==> src/rtl/regfile_pkg.sv <==
// Shared types and widths for the register-file writeback path.
package regfile_pkg;
  localparam int REG_ADDR_W   = 6;
  localparam int VEC_BANK_BIT = 5;
  localparam int SCL_W        = 32;
  localparam int VEC_W        = 128;
  localparam int NREGS        = 25;

  typedef struct packed {
    logic [REG_ADDR_W-1:0] addr;
    logic [VEC_W-1:0]      data;
  } wb_req_t;
endpackage

==> src/rtl/wb_skid_fifo.sv <==
// Small circular FIFO of writeback requests; exposes per-entry valid and
// destination index so the owner can build a pending-write scoreboard.
module wb_skid_fifo
  import regfile_pkg::*;
#(
  parameter int DEPTH = 2
) (
  input  logic                       clk,
  input  logic                       rst,
  input  logic                       push_i,
  input  wb_req_t                    push_req_i,
  input  logic                       pop_i,
  output wb_req_t                    head_o,
  output logic [$clog2(DEPTH):0]     count_o,
  output logic [DEPTH-1:0]           ent_vld_o,
  output logic [DEPTH-1:0][4:0]      ent_idx_o
);
  localparam int PW = $clog2(DEPTH);

  wb_req_t         mem_q [DEPTH];
  logic [PW-1:0]   wr_q, wr_d, rd_q, rd_d;
  logic [PW:0]     count_q, count_d;

  always_comb begin
    wr_d    = wr_q;
    rd_d    = rd_q;
    count_d = count_q;
    if (push_i) begin
      wr_d    = wr_q + PW'(1);
      count_d = count_d + (PW+1)'(1);
    end
    if (pop_i) begin
      rd_d    = rd_q + PW'(1);
      count_d = count_d - (PW+1)'(1);
    end
  end

  always_ff @(posedge clk or posedge rst) begin
    if (rst) begin
      wr_q    <= '0;
      rd_q    <= '0;
      count_q <= '0;
    end else begin
      wr_q    <= wr_d;
      rd_q    <= rd_d;
      count_q <= count_d;
    end
  end

  always_ff @(posedge clk) begin
    if (push_i) mem_q[wr_q] <= push_req_i;
  end

  // Entry j is live when its distance from the read pointer is below count.
  always_comb begin
    for (int j = 0; j < DEPTH; j++) begin
      ent_vld_o[j] = {1'b0, PW'(j) - rd_q} < count_q;
      ent_idx_o[j] = mem_q[j].addr[4:0];
    end
  end

  assign head_o  = mem_q[rd_q];
  assign count_o = count_q;
endmodule

==> src/rtl/regfile_wb_arbiter.sv <==
// Merges scalar and queued vector results onto the single register-file
// write port, with bounded vector starvation and a vector-pending scoreboard.
module regfile_wb_arbiter
  import regfile_pkg::*;
#(
  parameter int VFIFO_DEPTH  = 2,
  parameter int STARVE_LIMIT = 4,
  parameter int NREGS        = regfile_pkg::NREGS
) (
  input  logic                  clk,
  input  logic                  rst,
  input  logic                  s_valid,
  output logic                  s_ready,
  input  logic [4:0]            s_addr,
  input  logic [SCL_W-1:0]      s_data,
  input  logic                  v_valid,
  output logic                  v_ready,
  input  logic [4:0]            v_addr,
  input  logic [VEC_W-1:0]      v_data,
  output logic                  we,
  output logic [REG_ADDR_W-1:0] waddr,
  output logic [VEC_W-1:0]      wdata,
  output logic [NREGS-1:0]      v_pending,
  output logic                  err_addr
);
  localparam int CW = $clog2(VFIFO_DEPTH) + 1;
  localparam int SW = $clog2(STARVE_LIMIT + 1);

  function automatic logic idx_oob(input logic [4:0] idx);
    return int'(idx) >= NREGS;
  endfunction

  function automatic logic idx_writable(input logic [4:0] idx);
    return (idx != 5'd0) && !idx_oob(idx);
  endfunction

  wb_req_t                     head;
  logic [CW-1:0]               count;
  logic [VFIFO_DEPTH-1:0]      ent_vld;
  logic [VFIFO_DEPTH-1:0][4:0] ent_idx;

  logic                  we_q, we_d, err_q, err_d;
  logic [REG_ADDR_W-1:0] waddr_q, waddr_d;
  logic [VEC_W-1:0]      wdata_q, wdata_d;
  logic [SW-1:0]         starve_q, starve_d;

  logic fifo_ne, starve, s_issue, v_issue, v_push;

  assign fifo_ne = count != '0;
  assign starve  = (starve_q == SW'(STARVE_LIMIT)) && fifo_ne;
  assign s_ready = !rst && !starve;
  assign v_ready = !rst && (count < CW'(VFIFO_DEPTH));
  assign s_issue = s_valid && s_ready;
  assign v_issue = !rst && fifo_ne && (starve || !s_valid);
  assign v_push  = v_valid && v_ready;

  wb_skid_fifo #(.DEPTH(VFIFO_DEPTH)) u_vfifo (
    .clk        (clk),
    .rst        (rst),
    .push_i     (v_push),
    .push_req_i ({1'b1, v_addr, v_data}),
    .pop_i      (v_issue),
    .head_o     (head),
    .count_o    (count),
    .ent_vld_o  (ent_vld),
    .ent_idx_o  (ent_idx)
  );

  always_comb begin
    we_d     = 1'b0;
    waddr_d  = waddr_q;
    wdata_d  = wdata_q;
    err_d    = err_q;
    starve_d = starve_q;
    if (s_issue) begin
      we_d    = idx_writable(s_addr);
      waddr_d = {1'b0, s_addr};
      wdata_d = {{(VEC_W-SCL_W){1'b0}}, s_data};
      err_d   = err_d | idx_oob(s_addr);
    end else if (v_issue) begin
      we_d    = idx_writable(head.addr[4:0]);
      waddr_d = head.addr;
      wdata_d = head.data;
    end
    if (v_push) err_d = err_d | idx_oob(v_addr);
    // The counter only measures how long a queued vector has been waiting.
    if (v_issue || !fifo_ne)
      starve_d = '0;
    else if (s_issue && starve_q != SW'(STARVE_LIMIT))
      starve_d = starve_q + SW'(1);
  end

  always_ff @(posedge clk or posedge rst) begin
    if (rst) begin
      we_q     <= 1'b0;
      waddr_q  <= '0;
      wdata_q  <= '0;
      err_q    <= 1'b0;
      starve_q <= '0;
    end else begin
      we_q     <= we_d;
      waddr_q  <= waddr_d;
      wdata_q  <= wdata_d;
      err_q    <= err_d;
      starve_q <= starve_d;
    end
  end

  always_comb begin
    v_pending = '0;
    for (int i = 0; i < NREGS; i++) begin
      for (int j = 0; j < VFIFO_DEPTH; j++)
        if (ent_vld[j] && ent_idx[j] == 5'(i)) v_pending[i] = 1'b1;
      if (we_q && waddr_q[VEC_BANK_BIT] && waddr_q[4:0] == 5'(i)) v_pending[i] = 1'b1;
    end
  end

  assign we       = we_q;
  assign waddr    = waddr_q;
  assign wdata    = wdata_q;
  assign err_addr = err_q;
endmodule
==> config.mk <==
export PLATFORM = sky130hd
export DESIGN_NAME = regfile_wb_arbiter
export DESIGN_NICKNAME = d
export VERILOG_FILES = /design/src/rtl/regfile_pkg.sv /design/src/rtl/wb_skid_fifo.sv /design/src/rtl/regfile_wb_arbiter.sv
export SDC_FILE = /design/constraint.sdc
export NUM_CORES = 1
export LEC_CHECK = 0
export ABC_AREA = 1
export CAP_MARGIN = 5
export CORE_MARGIN = 8
export CORE_UTILIZATION = 42
export CTS_BUF_LIST = sky130_fd_sc_hd__clkbuf_4 sky130_fd_sc_hd__clkbuf_8
export CTS_CLUSTER_SIZE = 10
export DETAILED_ROUTE_END_ITERATION = 10
export GPL_TIMING_DRIVEN = 0
export PLACE_DENSITY = 0.74
export SLEW_MARGIN = 20
export SYNTH_ARGS = -nofsm -noshare
export SYNTH_HDL_FRONTEND = slang
export SYNTH_SLANG_ARGS = --single-unit
==> constraint.sdc <==
create_clock -name clk -period 6.6 [get_ports clk]
set_input_delay 0.99 -clock clk [delete_from_list [all_inputs] [get_ports clk]]
set_output_delay 0.99 -clock clk [all_outputs]
set_load 0.1 [all_outputs]
==> results.cfg, run 1 <==
[placement]
place_inst = 2091
dp_slack_ps = 2440
port_buffers = 336
hpwl_mm = 32.0
routabilityCongestion = 0.884

[sta]
timing.final.crit_period_ps = 4380
fin_ws_ps = 2220
final_hold_viol_count = 0
fmax_ghz = 0.228
fin_crit_sh = 0.664
rsz0062_at_grt = false
tightest_slew_ps = 1140
drv_slew = 0
skew_ps = 32.0
setup_viol_count_final = 0
relSlewSlack = 0.234

[floorplan]
io_pins = 337
core_area_sq_um = 37400
initial_utilization = 0.423
die_w_um = 210
rows = 71
chipHeight_um = 210
design.die.area_sq_um = 44100

[critical_path]
worst_ep_required_time_ps = 5610
start_kind = flip-flop
worstPathMaxFanout = 9
r2r_setup_slack_ps = 4160
cp-end-kind = primary output
worstSetupPathType = reg2out
critical_path_arrival_ps = 3390

[cts]
clock_path_buffers = 3
ctsHoldBuffers = 0
cts-root-buf = clkbuf_8
h-tree-depth = 3
clkLatencyLatePin_ps = 610
cts_tree = yes
clkTransAtPathRegs_ps = 50
cts_buffers = 68
clock-sinks = 409
cts_setup_buffers = 0
cts.repair.resized = 0

[detailed_routing]
via_per_inst = 4.94
first_pass_iters = 6
wl_per_cell_um = 20.1
num_vias = 10983
drt_wl_total_mm = 44.7
drc = 0
drtIter0Drc = 591
ant_nets = 0

[power]
power_density_nw_per_um2 = 461
vdd.ir_drop.worst_mv = 0.284
power_leakage_uw = 0.00841

[synthesis]
synth_fp_nets = 1408
synth.cell_area_sq_um = 15800
seq_area_frac_synth = 0.732
synth-warning-count = 0
synth.distinct_cells = 27
avgSynthCellArea_sq_um = 12.8
syn_inst = 1231
synth-seq-cells = 409

[global_routing]
grt_pass1_wl_mm = 67.1
globalRouteTotalUtil = 0.198
grt_max_degree = 82
grt_pass1_vias = 11577
grt-ovfl-total = 0
antenna_found_initial = 10

[finish]
utilization = 0.577
drive_gt1_frac = 0.128
layout.cells.non_filler = 2222
fin_nets = 1827
area_growth_pct = 36.6

[run_status]
status = finished clean

[hold_path]
hold_path_class = reg2reg

[run]
cap_viol_max_count = 0
## routing by layer
layer / global-route usage / routed length [um]
met3: 0.0622 / 3360
met4: 0.0957 / 1610
met5: 0 / 35
met2: 0.329 / 22100
met1: 0.231 / 17500
## metrics by stage
| stage | setup TNS, ps | cell area, sq um | power (uW) | hold WS (ps) |
|---|---|---|---|---|
| global placement | -412560 | 19800 | 7640 | 466 |
| floorplan | -25640 | 15800 | 6460 | 477 |
| finish | 0 | 21600 | 9950 | 485 |
| detailed placement | 0 | 20200 | 7710 | 474 |
| CTS | 0 | 21600 | 10100 | 489 |
| global route | 0 | 21600 | 10400 | 514 |
## flip-flops by register name, indices dropped and copies added, names as in the netlist
name	count
u_vfifo.mem_q	266
starve_q	3
wdata	128
err_addr	1
u_vfifo.rd_q	1
waddr	6
u_vfifo.wr_q	1
we	1
u_vfifo.count_o	2
## cell usage after synthesis, drive strengths merged
master,n,area [sq um]
xor2,2,17.5
o211ai,37,323
a31oi,2,12.5
buf,30,186
mux2i,78,781
nand3,44,220
nand2,294,1100
o21ai,151,759
nor3,2,10.0
nand4,4,25.0
clkbuf,25,103
inv,37,139
or2,33,206
dfrtp,143,3580
o21bai,1,7.51
a21oi,4,20.0
ha,3,37.5
nor2,75,289
edfxtp,266,7990
## layout make-up
| cell class | instances | area [sq um] |
|---|---|---|
| antenna | 7 | 17.5 |
| buffer | 55 | 289 |
| clock buffer | 103 | 1270 |
| clock inverter | 21 | 160 |
| fill | 3027 | 15800 |
| inverter | 37 | 146 |
| multi-input combinational | 730 | 3830 |
| sequential | 409 | 11600 |
| tap | 511 | 639 |
| timing repair buffer | 349 | 3680 |
## path summary, 6_finish.rpt
path | start | cells past startpoint | endpoint
min reg2reg | wdata[119] | 2 | wdata[119]
max | u_vfifo.rd_q | 6 | v_pending[2]
max reg2reg | u_vfifo.count_o[1] | 6 | u_vfifo.mem_q[1][86]
max in group asynchronous | rst | 3 | wdata[31]
min | wdata[119] | 2 | wdata[119]
min in group asynchronous | rst | 2 | wdata[49]
## power breakdown
part | leakage, uW | switching (uW) | internal, uW
Combinational | 0.00340 | 3210 | 1040
Sequential | 0.00424 | 214 | 3170
Clock | 0.000761 | 1010 | 1310
Total | 0.00841 | 4430 | 5520
## cell families after synthesis
logic type      after synthesis  synth area share
compound gates              195            0.0710
xor+xnor                      2           0.00111
fa+ha+maj                     3           0.00237
buf+inv                      92            0.0271
flops                       409             0.732
mux                          78            0.0494
simple gates                452             0.117
## cell usage in the layout (no fill, tap or decap), types with 8 or more instances in the layout
cell type	count
o21ai_0	131
clkbuf_1	18
o21ai_1	19
edfxtp_1	266
buf_2	20
mux2i_1	78
or2_2	33
nor2_1	70
o211ai_2	9
clkinv_2	9
clkbuf_4	24
nand2_1	294
clkdlybuf4s50_1	336
dfrtp_1	143
nand3_1	44
clkbuf_8	79
inv_1	35
o211ai_1	28
buf_16	8
## worst max-delay path, stage by stage (launching register included)
cell and delay [ps]:
dfrtp_1 400, inv_1 200, a21oi_1 190, nor2_1 580, nand2_1 140, nand3_1 140, clkdlybuf4s50_1 1150
Note: power is estimated with default switching activity, not from simulation.
==> run 2, diff against run 1 <==
- clock period: 6.6 -> 3.6 ns (I/O delays scaled with it)
==> run 2 against run 1 <==
Compared with the run above:
- total power is 85% higher
- flip-flop and latch count stayed put
- largest power group unchanged
- clock skew is 13 ps lower
- critical path type unchanged
- worst hold slack worse by 5.8 ps
- sequential power is 84% higher
- non-clock buffer count stayed put
- die area stayed put
==> results.cfg, run 2 (synthesis gave the netlist of run 1 again) <==
[finish]
area_growth_pct = 36.6
fin_nets = 1828
largest_reg_flops = 266
final_common_cell = clkdlybuf4s50_1
mostFrequentLayoutCells = clkdlybuf4s50_1 (311), nand2_1 (293), edfxtp_1 (266)
regMostFlops = u_vfifo.mem_q
drive_gt1_frac = 0.140
n_fill_cell = 3033

[hold_path]
hold_path_class = reg2reg

[power]
power_leakage_uw = 0.00851
vdd.ir_drop.worst_mv = 0.657
power_density_nw_per_um2 = 853
p_total_uw = 18400

[sta]
final_hold_viol_count = 0
tns_ps = 0
tightest_slew_ps = 1100
drv_slew = 0
rsz0062_at_grt = false
fin_crit_sh = 0.931
fin_ws_ps = 250
setup_viol_count_final = 0
fmax_ghz = 0.298
relSlewSlack = 0.267
skew_ps = 18.7
timing.final.crit_period_ps = 3350

[floorplan]
design.die.area_sq_um = 44100
chipHeight_um = 210
initial_utilization = 0.423
io_pins = 337
core_area_sq_um = 37400
rows = 71
die_w_um = 210

[global_routing]
grt_pass1_vias = 11588
grt_max_degree = 82
grt_pass1_wl_mm = 66.5
grt-ovfl-total = 0
globalRouteTotalUtil = 0.196
antenna_found_initial = 6

[detailed_routing]
first_pass_iters = 4
drtIter0Drc = 674
via_per_inst = 4.96
drt_wl_total_mm = 43.9
drc = 0
num_vias = 11023
wl_per_cell_um = 19.8
ant_nets = 0

[run_status]
status = finished clean

[cts]
ctsHoldBuffers = 0
cts.repair.resized = 34
cts_tree = yes
clkTransAtPathRegs_ps = 60
clock_path_buffers = 3
cts_buffers = 69
cts-root-buf = clkbuf_8
clock-sinks = 409
cts_setup_buffers = 0
h-tree-depth = 3
clkLatencyLatePin_ps = 610

[critical_path]
critical_path_arrival_ps = 2810
worst_ep_required_time_ps = 3060
worstSetupPathType = reg2out
worstPathMaxFanout = 10
start_kind = flip-flop
cp-end-kind = primary output

[placement]
port_buffers = 336
dp_slack_ps = 350
hpwl_mm = 31.1
routabilityCongestion = 0.883

[run]
cap_viol_max_count = 0
## run 2: cell types whose count changed in the layout (fill, tap and decap cells not counted), sizes merged
cell / before / now
clkdlybuf4s15: 0 / 3
clkdlybuf4s50: 336 / 311
diode: 7 / 2
clkinv: 15 / 14
inv: 39 / 38
bufinv: 2 / 3
dlygate4sd2: 0 / 5
clkbuf: 128 / 147
dlymetal6s2s: 0 / 2
clkinvlp: 2 / 3
## run 2: final timing paths
check,start,endpoint,slack (ps),cells past startpoint
hold reg to reg,wdata[127],wdata[127],480,2
max in group asynchronous,rst,wdata[15],2060,3
setup reg to reg,u_vfifo.count_o[1],wdata[120],1280,8
setup / recovery,waddr[5],v_pending[10],250,6
min in group asynchronous,rst,wdata[111],640,2
hold / removal,wdata[127],wdata[127],480,2
## run 2: area by class of cell
class | count | area, sq um | area share
antenna | 2 | 5.00 | 0.000232
buffer | 55 | 289 | 0.0134
clock buffer | 107 | 1340 | 0.0621
clock inverter | 21 | 180 | 0.00834
inverter | 37 | 146 | 0.00678
multi-input combinational | 730 | 3840 | 0.178
sequential | 409 | 11600 | 0.536
tap | 511 | 639 | 0.0296
timing repair buffer | 349 | 3580 | 0.166
## run 2: power breakdown
| group | total, uW | internal, uW | switching (uW) |
|---|---|---|---|
| Clock | 4440 | 2590 | 1850 |
| Sequential | 6220 | 5810 | 413 |
| Combinational | 7750 | 1880 | 5870 |
## run 2: per-stage QoR
stage / cells / hold slack (ps) / utilization / cell area, sq um
final: 2221 / 480 / 0.577 / 21600
after global routing: 2220 / 470 / 0.577 / 21600
after CTS: 2219 / 454 / 0.579 / 21600
after detailed placement: 2091 / 472 / 0.538 / 20100
after global placement: 2078 / 469 / 0.530 / 19800
after floorplan: 1231 / 477 / - / 15800
## run 2: metal layers
metal | part of all wire | wire [um] | global-route usage | vias up
met2 | 0.50 | 21900 | 0.331 | 382
li1 | - | - | - | 5170
met4 | 0.033 | 1460 | 0.0841 | 10
met5 | 0.0016 | 71 | 0 | -
met3 | 0.078 | 3430 | 0.0651 | 97
met1 | 0.39 | 17100 | 0.226 | 5364
## run 2: worst max-delay path: stages, from the launching register on
cell and delay (ps):
dfrtp_1 400, nand2_1 80, nor2_1 320, buf_2 310
nand3_1 110, nand3_1 120, dlygate4sd2_1 870
